### src/rtl/pwm_ramp_ctrl.sv
// Command sequencer for the PWM core: applies a new period at the next
// period boundary, then soft-steps duty toward the clamped target.
module pwm_ramp_ctrl #(
   parameter int W            = 8,
   parameter int RATE_DIV     = 4,
   parameter int RESET_PERIOD = 255
) (
   input  logic         clk,
   input  logic         rst,
   input  logic         cmd_valid,
   output logic         cmd_ready,
   input  logic [W-1:0] cmd_duty,
   input  logic [W-1:0] cmd_period,
   input  logic [W-1:0] cmd_step,
   input  logic         abort,
   input  logic         period_end,
   output logic [W-1:0] duty_cfg,
   output logic [W-1:0] period_cfg,
   output logic         cfg_update,
   output logic         busy,
   output logic         done
);

   localparam int CW = (RATE_DIV > 1) ? $clog2(RATE_DIV) : 1;

   typedef enum logic [1:0] {
      S_IDLE,
      S_WAIT_EDGE,
      S_RAMP,
      S_DONE
   } state_t;

   state_t        r_state;
   state_t        w_next;
   logic [W-1:0]  r_tgt_duty;
   logic [W-1:0]  r_tgt_period;
   logic [W-1:0]  r_step;
   logic [W-1:0]  r_duty;
   logic [W-1:0]  r_period;
   logic          r_upd;
   logic [CW-1:0] r_cnt;

   logic          w_up;
   logic [W:0]    w_diff;
   logic [W-1:0]  w_stepped;
   logic [W-1:0]  w_step_duty;
   logic          w_cnt_wrap;
   logic          w_apply;
   logic          w_take;
   logic [W-1:0]  w_clamp;
   logic [W-1:0]  w_min_step;

   // Saturating step: never overshoots the target in either direction
   assign w_up        = (r_tgt_duty > r_duty);
   assign w_diff      = w_up ? ({1'b0, r_tgt_duty} - {1'b0, r_duty})
                             : ({1'b0, r_duty} - {1'b0, r_tgt_duty});
   assign w_stepped   = w_up ? (r_duty + r_step) : (r_duty - r_step);
   assign w_step_duty = (w_diff <= {1'b0, r_step}) ? r_tgt_duty : w_stepped;

   assign w_cnt_wrap  = (r_cnt == CW'(RATE_DIV - 1));
   assign w_take      = cmd_valid && (r_state == S_IDLE);
   assign w_clamp     = (cmd_duty > cmd_period) ? cmd_period : cmd_duty;
   assign w_min_step  = (cmd_step == '0) ? W'(1) : cmd_step;

   assign cmd_ready   = (r_state == S_IDLE);
   assign busy        = (r_state == S_WAIT_EDGE) || (r_state == S_RAMP);
   assign done        = (r_state == S_DONE);
   assign duty_cfg    = r_duty;
   assign period_cfg  = r_period;
   assign cfg_update  = r_upd;

   always_ff @(posedge clk or negedge rst) begin
      if (!rst) r_state <= S_IDLE;
      else      r_state <= w_next;
   end

   always_comb begin
      w_next  = r_state;
      w_apply = 1'b0;
      unique case (r_state)
         S_IDLE: begin
            if (cmd_valid) w_next = S_WAIT_EDGE;
         end
         S_WAIT_EDGE: begin
            if (abort) begin
               w_next = S_IDLE;
            end else if (period_end) begin
               w_apply = 1'b1;
               w_next  = (w_step_duty == r_tgt_duty) ? S_DONE : S_RAMP;
            end
         end
         S_RAMP: begin
            if (abort) begin
               w_next = S_IDLE;
            end else if (period_end && w_cnt_wrap) begin
               w_apply = 1'b1;
               w_next  = (w_step_duty == r_tgt_duty) ? S_DONE : S_RAMP;
            end
         end
         S_DONE: w_next = S_IDLE;
         default: w_next = S_IDLE;
      endcase
   end

   always_ff @(posedge clk or negedge rst) begin
      if (!rst) begin
         r_tgt_duty   <= '0;
         r_tgt_period <= W'(RESET_PERIOD);
         r_step       <= W'(1);
         r_duty       <= '0;
         r_period     <= W'(RESET_PERIOD);
         r_upd        <= 1'b0;
         r_cnt        <= '0;
      end else begin
         r_upd <= w_apply;
         if (w_take) begin
            r_tgt_duty   <= w_clamp;
            r_tgt_period <= cmd_period;
            r_step       <= w_min_step;
         end
         if (w_apply) begin
            r_duty   <= w_step_duty;
            r_period <= r_tgt_period;
            r_cnt    <= '0;
         end else if (r_state == S_RAMP && period_end && !abort) begin
            r_cnt <= r_cnt + CW'(1);
         end
      end
   end

endmodule

### config.mk
export PLATFORM = sky130hd
export DESIGN_NAME = pwm_ramp_ctrl
export DESIGN_NICKNAME = d
export VERILOG_FILES = /design/src/rtl/pwm_ramp_ctrl.sv
export SDC_FILE = /design/constraint.sdc
export NUM_CORES = 1
export LEC_CHECK = 0
export ABC_CLOCK_PERIOD_IN_PS = 5850
export CAP_MARGIN = 20
export CORE_ASPECT_RATIO = 1.25
export CORE_MARGIN = 1.5
export CORE_UTILIZATION = 55
export DETAILED_ROUTE_END_ITERATION = 8
export PLACE_DENSITY_LB_ADDON = 0.25
export SLEW_MARGIN = 10
export SYNTH_ARGS = -nofsm -noshare
export SYNTH_HDL_FRONTEND = slang
export SYNTH_SLANG_ARGS = --single-unit
### constraint.sdc
create_clock -name clk -period 5.85 [get_ports clk]
set_input_delay 0.585 -clock clk [delete_from_list [all_inputs] [get_ports clk]]
set_output_delay 0.585 -clock clk [all_outputs]
set_load 0.01 [all_outputs]
# ---- Yosys cells after proc, flatten, opt, wreduce, memory -nomap -nowiden
# Cells that the tools add are included.
dict set report classes {
  magnitude_cmp 3
  muxes 19
  n_reduce_logical 10
  add_sub_neg 5
  eq_ne 8
}
# cell count
set ops {}
lappend ops {{$mux W8} 4}
lappend ops {{$sub A8 B8 Y9} 2}
lappend ops {{$gt A8 B8 Y1} 2}
lappend ops {{$mux W2} 7}
lappend ops {{$le A9 B8 Y1} 1}
lappend ops {{$mux W9} 1}
lappend ops {{$add A8 B8 Y8} 1}
lappend ops {{$eq A8 B8 Y1} 1}
lappend ops {{$logic_not A8 Y1} 1}
lappend ops {{$pmux W2 S4} 1}
lappend ops {{$sub A8 B8 Y8} 1}
lappend ops {{$eq A2 B2 Y1 const B} 3}
lappend ops {{$mux W1} 5}
lappend ops {{$logic_and A1 B1 Y1} 4}
lappend ops {{$ne A3 B2 Y1 const B} 1}
lappend ops {{$ne A3 B3 Y1 const B} 1}
lappend ops {{$reduce_and A3 Y1} 1}
lappend ops {{$add A2 B1 Y2 const B} 1}
lappend ops {{$eq A2 B1 Y1 const B} 1}
lappend ops {{$logic_not A2 Y1} 1}
lappend ops {{$ne A2 B2 Y1 const B} 1}
lappend ops {{$pmux W1 S2} 1}
lappend ops {{$reduce_bool A2 Y1} 1}
lappend ops {{$logic_not A1 Y1} 1}
lappend ops {{$logic_or A1 B1 Y1} 1}
dict set report totals {
  reg_bits 45
  word_cells 53
  inputBits 29
}

# ---- Logic depth before layout (Yosys ltp)
dict set report logic_depth {
  depth_word 9
  depth_mapped 18
  mapped_depth_nobuf 17
}

# ---- Least setup slack after synthesis
# Ideal clock, no wire load.
dict set report synth_path {
  path_type {register to register}
  from {register r_duty[1] (netlist: duty_cfg[1])}
  to {register r_state[0]}
  period_less_slack_ns 3.778
  stages_incl_launch_ff 17
  arrival_ns 3.674
  path_slack_ns 2.072
  setup_time_ns 0.104
  path_cell_list {dfrtp_1 > inv_1 > ha_1 > nand3b_1 > a211oi_2 > a2bb2oi_4 > buf_2 > nor2_1 > a21oi_1 > ha_1 > nor2b_1 > o311a_1 > o21ai_0 > nor2b_1 > a211o_1 > a31oi_1 > o41ai_2}
}
dict set report synth_between {
  elab_chain_len 9
  word_cells_on_any_way 16
}
# element line_no
set synth_rtl {}
lappend synth_rtl {{start: declaration} 38} ;# logic [W-1:0] r_duty;
lappend synth_rtl {{start signal: assignment} 122} ;# r_duty <= w_step_duty;
lappend synth_rtl {{$sub A8 B8 Y9, or another cell as far along} 56} ;# : ({1'b0, r_duty} - {1'b0, r_tgt_duty});
lappend synth_rtl {{$mux W9} 55} ;# assign w_diff = w_up ? ({1'b0, r_tgt_duty} - {1'b0, r_duty})
lappend synth_rtl {{$le A9 B8 Y1} 58} ;# assign w_step_duty = (w_diff <= {1'b0, r_step}) ? r_tgt_duty : w_stepped;
lappend synth_rtl {{$mux W8 (*)} 58}
lappend synth_rtl {{$eq A8 B8 Y1 (*)} {89, 97}}
lappend synth_rtl {{$mux W1 (*)} {89, 97}}
lappend synth_rtl {{$mux W2, on equally long branches} {95, 87}}
lappend synth_rtl {{$mux W2, on equally long branches} {93, 85}}
lappend synth_rtl {{$pmux W2 S4 (*)} 80} ;# unique case (r_state)
lappend synth_rtl {{end signal: assignment} 74} ;# else r_state <= w_next;
lappend synth_rtl {{end: declaration} 33} ;# state_t r_state;
# Every way passes the cells marked *; elsewhere a longest branch is shown, timed or not. The select of a mux whose other input is x is not followed.
# A chain may end at the register's enable or synchronous reset.

# ---- Worst setup path in the final report
dict set report layout_path {
  from {register r_tgt_duty[6]}
  to {register r_state[0]}
}
dict set report layout_between {
  elab_chain_len 9
  word_cells_on_any_way 14
}
# element line_no
set layout_rtl {}
lappend layout_rtl {{start: declaration} 35} ;# logic [W-1:0] r_tgt_duty;
lappend layout_rtl {{start signal: assignment} 117} ;# r_tgt_duty <= w_clamp;
lappend layout_rtl {{$sub A8 B8 Y9, or another cell as far along} 56}
lappend layout_rtl {{$mux W9} 55}
lappend layout_rtl {{$le A9 B8 Y1} 58}
lappend layout_rtl {{$mux W8} 58}
lappend layout_rtl {{$eq A8 B8 Y1 (*)} {89, 97}}
lappend layout_rtl {{$mux W1 (*)} {89, 97}}
lappend layout_rtl {{$mux W2, on equally long branches} {95, 87}}
lappend layout_rtl {{$mux W2, on equally long branches} {93, 85}}
lappend layout_rtl {{$pmux W2 S4 (*)} 80}
# Marks and branches as above.

==> flow_metrics.env <==
export IMPL_critPathRequiredTime_ns=6.06
export IMPL_syn2layout_area_growth_pct=16.22
export IMPL_multi_input_area_um2=2427
export IMPL_die_h_um=96.24
export IMPL_synth_nets=514
export IMPL_synth_edf_count=0
export IMPL_grt_pass1_wl_mm=15.02
export IMPL_timing_fmax_mhz=227.6
export IMPL_clock_sinks=45
export IMPL_crit_chain="ha_1 > nand4_1 > a211oi_2 > a2bb2oi_4 > nor2b_1 > xnor2_1 > ha_1 > or2_2 > o311a_1 > o21ai_0 > nor2b_1 > a211o_1 > a31oi_1 > o41ai_2"
export IMPL_cts_resized=0
export IMPL_hold_viol=0
export IMPL_worstMarginPinSlew_ns=0.8581
export IMPL_fin_nets=553
export IMPL_start_util_pct=57.54
export IMPL_r2r_start="r_tgt_duty[6]"
export IMPL_grt_setup_unrepaired="false"
export IMPL_detail_route_antenna_nets=0
export IMPL_cts_buffers=5
export IMPL_cp_top_family="compound AO/OA/AOI/OAI gates"
export IMPL_viasPerCell=5.791
export IMPL_drv_cap=0
export IMPL_die_w_um=77.59
export IMPL_synth_seq_cells=45
export IMPL_cts_tree="built"
export IMPL_dr_pass1_iters=4
export IMPL_tns_ns=0
export IMPL_cts_setup_buffers=0
export IMPL_drc=0
export IMPL_num_antenna_cells=0
export IMPL_seq_area_frac_synth_pct=30.00
export IMPL_root_buffer="clkbuf_8"
export IMPL_whs_ns=0.1692
export IMPL_yosys_top_cells_area="dfrtp_1 (18%), ha_1 (15%), dfstp_2 (12%), o21ai_0 (4.4%), inv_1 (4.4%)"
export IMPL_wire_per_inst_um=16.05
export IMPL_grt_use_total_pct=25.65
export IMPL_dieArea_um2=7467
export IMPL_antenna_found_initial=0
export IMPL_rrSetupSlack_ns=1.46
export IMPL_slew_headroom_pct=42.79
export IMPL_synth_ff_type="dfrtp_1"
export IMPL_min_period_ns=4.394
export IMPL_outcome="finished, final reports clean"
export IMPL_ff_latch_area_um2=1147
export IMPL_critPathSlowestCell="dfrtp_1"
export IMPL_yosysUniqueCellTypes=56
export IMPL_grt_pass1_vias=3204
export IMPL_final_setup_skew_ns=0.007613
export IMPL_num_io_pins=49
export IMPL_path_clk_slew_ns=0.09
export IMPL_wirelength_mm=9.050
export IMPL_postSynthAreaPerCell_um2=8.753
export IMPL_dp_final_hpwl_mm=7.131
export IMPL_synth_warnings=0
export IMPL_overflow=0
export IMPL_cts_buffer_depth=2
export IMPL_fill_cells=552
export IMPL_synthArstFlopShare_pct=100.0
export IMPL_clk_insertion_delay_late_ns=0.31
export IMPL_worst_path_largest_cell_delay_ns=0.50
export IMPL_core_area_um2=6648
export IMPL_min_path_type="input pin to async pin"
export IMPL_cp_end_kind="register"
export IMPL_reg2reg_to="r_state[0]"
export IMPL_cp_num_buf_inv=0
export IMPL_cp_start_kind="register"
export IMPL_grt_max_degree=46
export IMPL_crit_path_max_fanout=19
export IMPL_netlist_area_um2=3825
export IMPL_h_tree_depth=2
export IMPL_rr_worst_depth=14
export IMPL_period_share_pct=75.12
export IMPL_synth_top_area_share_pct=18.32
export IMPL_gp_congestion=0.9465
export IMPL_layout_drive_gt1_share_pct=10.90
export IMPL_criticalPathCategory="register to register"
export IMPL_core_rowCount=33
export IMPL_initialDrtViolationCount=145
export IMPL_vias=3266
export IMPL_synth_cells=437
export IMPL_io_buffers=48
export IMPL_yosysTopAreaCell="dfrtp_1"
export IMPL_ctsHoldBuffers=0
export IMPL_drv_slew=0
export IMPL_crit_arrival_ns=4.61
export IMPL_setup_viol=0
## registers in the layout (all words and copies together), names as in the netlist
name	cells
r_step	8
period_cfg	8
cfg_update	1
duty_cfg	8
r_tgt_period	8
r_state	2
r_cnt	2
r_tgt_duty	8
## how the worst max path moves through the flow
stage                        from          to  slack (ns)  cells past startpoint
floorplan             duty_cfg[1]  r_state[0]        2.07                     16
global placement    r_tgt_duty[6]  r_state[0]        1.61                     14
detailed placement  r_tgt_duty[6]  r_state[0]        1.55                     14
CTS                 r_tgt_duty[6]  r_state[0]        1.52                     14
global route        r_tgt_duty[6]  r_state[0]        1.20                     14
finish              r_tgt_duty[6]  r_state[0]        1.46                     14
## cells in the final DEF, fill, tap and decap left out, drive strengths merged, types with 8 or more instances in the layout
| cell | count |
|---|---|
| nand2 | 35 |
| nor2 | 27 |
| o21ai | 34 |
| clkdlybuf4s50 | 47 |
| inv | 46 |
| nor2b | 8 |
| nor3 | 8 |
| mux2 | 12 |
| dfstp | 17 |
| nand3 | 19 |
| xnor2 | 16 |
| a31oi | 11 |
| a21oi | 20 |
| xor2 | 8 |
| a21o | 8 |
| dfrtp | 28 |
| ha | 45 |
## kinds of logic after synthesis
logic type	Yosys count	synth area share (%)
and+or+nand+nor	125	15.87
AOI/OAI and AO/OA	113	20.09
buffers and inverters	63	6.607
adders and majority gates	48	16.29
DFF	45	30.00
xor gates and xnor gates	24	5.692
muxes	19	5.463
## through the flow
stage / utilization (%) / std cells / area [µm²] / setup slack [ns]
2_1_floorplan: - / 437 / 3825 / 2.072
3_3_place_gp: 65.22 / 555 / 4335 / 1.613
3_5_place_dp: 65.22 / 555 / 4335 / 1.549
4_1_cts: 66.57 / 563 / 4425 / 1.518
5_1_grt: 66.87 / 564 / 4446 / 1.205
6_report: 66.87 / 564 / 4446 / 1.456
## synth_stat cells (all sizes together) (12+ instances only)
| master | n |
|---|---|
| clkbuf | 13 |
| dfrtp | 28 |
| o21ai | 34 |
| inv | 45 |
| nand3 | 19 |
| nand2 | 35 |
| a21oi | 20 |
| nor2 | 27 |
| dfstp | 17 |
| ha | 45 |
| mux2 | 12 |
| xnor2 | 16 |
## layout make-up
type | instances | area share (%)
inverter | 45 | 3.800
tap | 87 | 2.449
timing repair buffer | 50 | 11.31
clock inverter | 3 | 0.4785
multi-input combinational | 329 | 54.60
clock buffer | 5 | 1.548
sequential | 45 | 25.81
## routing by layer
metal | global-route usage [%] | wire length [µm] | vias up
li1 | - | - | 1620
met1 | 29.61 | 3761 | 1539
met5 | 0 | 0 | -
met4 | 10.91 | 276 | 0
met2 | 47.90 | 4720 | 85
met3 | 2.844 | 292 | 22
Power is not shown: default switching activity piles up to over one toggle a cycle in this logic, so the estimate is an artifact.
